File: src/rtl/gray_sync_rx.sv
// Consumer-domain receiver for a foreign Gray counter: synchronizes, decodes to binary,
// validates single-bit steps and reports the binary advance per accepted update.
module gray_sync_rx #(
    parameter int unsigned SIZE        = 4,
    parameter int unsigned SYNC_STAGES = 2
) (
    input  logic            clk,
    input  logic            nreset,
    input  logic [SIZE-1:0] gray_in,
    input  logic            en,
    input  logic            clr_err,
    output logic [SIZE-1:0] bin_q,
    output logic [SIZE-1:0] delta,
    output logic            step,
    output logic            err,
    output logic [7:0]      err_cnt
);

    logic [SYNC_STAGES-1:0][SIZE-1:0] sync_q;
    logic [SIZE-1:0]                  gs;
    logic [SIZE-1:0]                  bin;
    logic [SIZE-1:0]                  diff;
    logic                             changed;
    logic                             single;

    logic [SIZE-1:0] g_prev_q, g_prev_d;
    logic [SIZE-1:0] bin_d;
    logic [SIZE-1:0] delta_d;
    logic            step_d;
    logic            err_d;
    logic [7:0]      err_cnt_d;

    // Synchronizer runs every cycle, independent of en.
    always_ff @(posedge clk or negedge nreset) begin
        if (!nreset) begin
            sync_q <= '0;
        end else begin
            sync_q <= {sync_q[SYNC_STAGES-2:0], gray_in};
        end
    end

    assign gs = sync_q[SYNC_STAGES-1];

    always_comb begin
        bin = '0;
        for (int i = 0; i < SIZE; i++) begin
            bin[i] = ^(gs >> i);
        end
    end

    assign diff    = gs ^ g_prev_q;
    assign changed = |diff;
    // Exactly one bit set: clearing the lowest set bit leaves nothing.
    assign single  = changed && ((diff & (diff - SIZE'(1))) == '0);

    always_comb begin
        g_prev_d  = g_prev_q;
        bin_d     = bin_q;
        delta_d   = delta;
        step_d    = 1'b0;
        err_d     = 1'b0;
        err_cnt_d = err_cnt;

        if (en && changed) begin
            // Multi-bit changes still resynchronize to the observed value.
            g_prev_d = gs;
            bin_d    = bin;
            delta_d  = bin - bin_q;
            step_d   = single;
            err_d    = !single;
        end

        if (clr_err) begin
            err_cnt_d = '0;
        end else if (err_d && (err_cnt != 8'hFF)) begin
            err_cnt_d = err_cnt + 8'd1;
        end
    end

    always_ff @(posedge clk or negedge nreset) begin
        if (!nreset) begin
            g_prev_q <= '0;
            bin_q    <= '0;
            delta    <= '0;
            step     <= 1'b0;
            err      <= 1'b0;
            err_cnt  <= '0;
        end else begin
            g_prev_q <= g_prev_d;
            bin_q    <= bin_d;
            delta    <= delta_d;
            step     <= step_d;
            err      <= err_d;
            err_cnt  <= err_cnt_d;
        end
    end

endmodule

File: config.mk
export PLATFORM = sky130hd
export DESIGN_NAME = gray_sync_rx
export DESIGN_NICKNAME = d
export VERILOG_FILES = /design/src/rtl/gray_sync_rx.sv
export SDC_FILE = /design/constraint.sdc
export NUM_CORES = 1
export LEC_CHECK = 0
export BUFFER_PORTS_ARGS = -buffer_cell sky130_fd_sc_hd__buf_2
export CAP_MARGIN = 40
export CORE_MARGIN = 10
export CORE_UTILIZATION = 30
export CTS_BUF_LIST = sky130_fd_sc_hd__clkbuf_4 sky130_fd_sc_hd__clkbuf_8 sky130_fd_sc_hd__clkbuf_16
export DETAILED_ROUTE_END_ITERATION = 7
export GPL_ROUTABILITY_DRIVEN = 0
export HOLD_SLACK_MARGIN = 0.1
export PLACE_DENSITY = 0.58
export RECOVER_POWER = 50
export SLEW_MARGIN = 20
export SYNTH_ARGS = -nofsm -noshare
export SYNTH_HDL_FRONTEND = slang
export SYNTH_SLANG_ARGS = --single-unit
export TNS_END_PERCENT = 1
File: constraint.sdc
create_clock -name clk -period 2.2 [get_ports clk]
set_input_delay 0.22 -clock clk [delete_from_list [all_inputs] [get_ports clk]]
set_output_delay 0.22 -clock clk [all_outputs]
set_load 0.005 [all_outputs]
==> impl_metrics.py <==
metrics = {
    "status": {
        "status": "complete, but fails checks",
        "violations": "capacitance limit, slew limit",
    },
    "routing": {
        "routedWlPerCell_um": 12.7,
        "ant_nets": 0,
        "viasPerCell": 4.70,
        "vias": 996,
        "drcViolationCount": 0,
        "wirelength_um": 2690,
        "firstDrtPassIters": 4,
        "drtIter0Drc": 18,
    },
    "clock_tree": {
        "cts_buffers": 5,
        "post_cts.repair.setup_buffers": 0,
        "clock-sinks": 29,
        "cts_root_buf": "clkbuf_8",
        "htreeDepth": 2,
        "path_clk_slew_ps": 70,
        "tritoncts": "done",
        "cts_buffer_depth": 2,
        "clk_latency_ps": 270,
    },
    "placed_design": {
        "numPortBuffers": 25,
        "placed_cell_area_um2": 1560,
        "placedCellCount": 199,
        "hpwl_um": 2050,
    },
    "grt": {
        "grt_max_degree": 30,
        "grt_pass1_wl_um": 4530,
        "grt_usage_pct": 7.64,
        "antenna_found_initial": 0,
        "grt_overflow": 0,
        "grt_pass1_vias": 1016,
    },
    "critical_path": {
        "rr_endpoint": "delta[1]",
        "critPathCaptureType": "register",
        "worst_r2r_path_depth": 7,
        "critPathArrivalTime_ps": 2280,
        "slowest_delay_ps": 430,
        "r2r_start": "gs[3]",
        "cp.required_ps": 2360,
        "critPathLaunch": "gs[3]",
        "cp_max_fo": 4,
        "critPathKind": "register to register",
        "critical_path.most_common_cell": "xor2_1",
        "r2r_slack_ps": 80,
        "path_cells": "xor2_1 -> xnor2_2 -> xor2_1 -> ha_1 -> inv_1 -> fa_1 -> mux2_2",
        "crit_path_start_kind": "register",
        "slowest_stage": "dfrtp_1",
    },
    "yosys": {
        "synth-warning-count": 0,
        "synth_nets": 132,
        "ys_seq_area_share_pct": 54.3,
        "synthTopCellsByCount": "dfrtp_1 (29), nand2_1 (11), o21ai_0 (9), a21oi_1 (8)",
        "synth_cell_types": 35,
        "synth_edf_count": 0,
        "syn_area_per_cell_um2": 11.2,
        "synth_area_leaders": "dfrtp_1 (54%), mux2_2 (4.2%), xnor2_1 (3.9%)",
        "yosysMostFrequentCell": "dfrtp_1",
        "ys.flop_type": "dfrtp_1",
        "ys_ff_latch": 29,
        "synth_top_area_share_pct": 54.3,
        "syn_inst": 119,
        "yosysTopAreaCell": "dfrtp_1",
        "async_flop_share_pct": 100,
        "syn_area_um2": 1340,
    },
    "layout": {
        "diodes": 0,
        "nNetsFinal": 172,
        "layout-drive-gt1-share_pct": 23.8,
        "instances_no_fill": 212,
        "area_growth_pct": 30.1,
        "design_area_um2": 1740,
    },
    "power": {
        "power_w": 0.00160,
        "ir_worst_vdd_mv": 0.316,
        "leakagePower_nw": 0.786,
        "power_per_cell_area_nw_per_um2": 919,
    },
    "floorplan": {
        "start_util_pct": 30.9,
        "die_h_um": 86.7,
        "die_x_um": 86.7,
        "io-pin-count": 26,
        "rows": 24,
        "die-area_um2": 7520,
        "core_um2": 4320,
    },
    "sta": {
        "finalMaxSlewViolations": 30,
        "fin_crit_ps": 2120,
        "maxSlewHeadroom_pct": -3.27,
        "period_share_pct": 96.4,
        "finalClockSkew_ps": 5.98,
        "grt_setup_unrepaired": "yes",
        "fin_tns_setup_ps": 0,
        "tightestPinTransition_ps": 1550,
        "clock.fmax_ghz": 0.472,
        "setup_viol": 0,
        "finalHoldViolations": 0,
        "hold_ws_ps": 200,
    },
    "flow_run": {
        "drv_cap": 1,
    },
    "worst_hold_path": {
        "holdPathStages": 2,
        "min_from": "clr_err",
        "min_to": "err_cnt[3]",
        "min_path_type": "input port to register",
    },
}
-- layout by cell type (no fill, tap or decap), drive strengths merged, types with 2 or more instances in the layout --
| cell type | count |
|---|---|
| dlygate4sd3 | 5 |
| nand2 | 11 |
| a21oi | 8 |
| ha | 4 |
| mux2 | 5 |
| or4 | 2 |
| nor2 | 4 |
| nand3 | 4 |
| o21ai | 9 |
| bufinv | 2 |
| dfrtp | 29 |
| xnor2 | 6 |
| buf | 22 |
| o31ai | 3 |
| xor2 | 6 |
| inv | 6 |
| clkbuf | 15 |
-- area by class of cell --
cell class                 instances  area (µm²)
multi-input combinational         80         576
clock inverter                     3        65.1
fill                             432        2590
tap                               52        65.1
clock buffer                       5        68.8
timing repair buffer              37         215
sequential                        29         726
inverter                           6        22.5
-- sequential cells by signal, summed over array words and instances (netlist names) --
name and flops:
bin_q 3, delta 4, err 1, err_cnt 8, g_prev_q 4, gs 4
step 1, sync_q 4
-- layer usage --
metal | track usage (%) | vias to the layer above | share of wire, %
li1 | - | 500 | -
met3 | 3.66 | 2 | 4.4
met4 | 3.53 | 0 | 0.89
met2 | 12.3 | 15 | 51
met1 | 8.25 | 479 | 44
met5 | 0 | - | 0
-- where the power goes --
group          total [W]  internal (W)  switching, W
logic           0.000300      0.000150      0.000150
registers       0.000643      0.000601     0.0000423
clock network   0.000654      0.000450      0.000204
-- worst max-delay path, delay by kind of cell (launching register included) --
family	cells	cell delay (ps)
XOR/XNOR	3	670
adder cells (fa/ha/maj)	2	590
buffers and inverters	1	50
flip-flops	1	430
multiplexers	1	260
-- per-stage QoR --
| step | util, % | setup WS (ps) |
|---|---|---|
| floorplan | - | 158 |
| finish | 40.2 | 79.9 |
| global placement | 36.1 | 124 |
| CTS | 40.3 | 61.3 |
| global route | 40.2 | -63.8 |
| detailed placement | 36.1 | 72.0 |
-- repair_timing --
item / in CTS / in global routing
endpoints found under the hold margin: 33 / 0
gates resized for setup: 0 / 1
endpoints found under the setup margin: 0 / 3
hold buffers: 5 / 0
-- cell families (layout without fill, tap and decap cells) --
family	count (synthesis)	after routing	share of synthesized area (%)
DFF	29	29	54.3
adders and majority gates	6	6	5.99
and+or+nand+nor	29	29	10.9
AOI/OAI and AO/OA	27	27	12.3
buffers and inverters	10	51	3.18
muxes	6	6	4.96
xor gates and xnor gates	12	12	8.43
-- worst max path at each step --
stage	endpoint	slack [ps]
after floorplan	delta[1]	160
after global placement	delta[1]	120
after detailed placement	delta[1]	70
after CTS	delta[1]	60
after global routing	delta[1]	-60
final	delta[1]	80
Power figures use the tool's default switching activity.
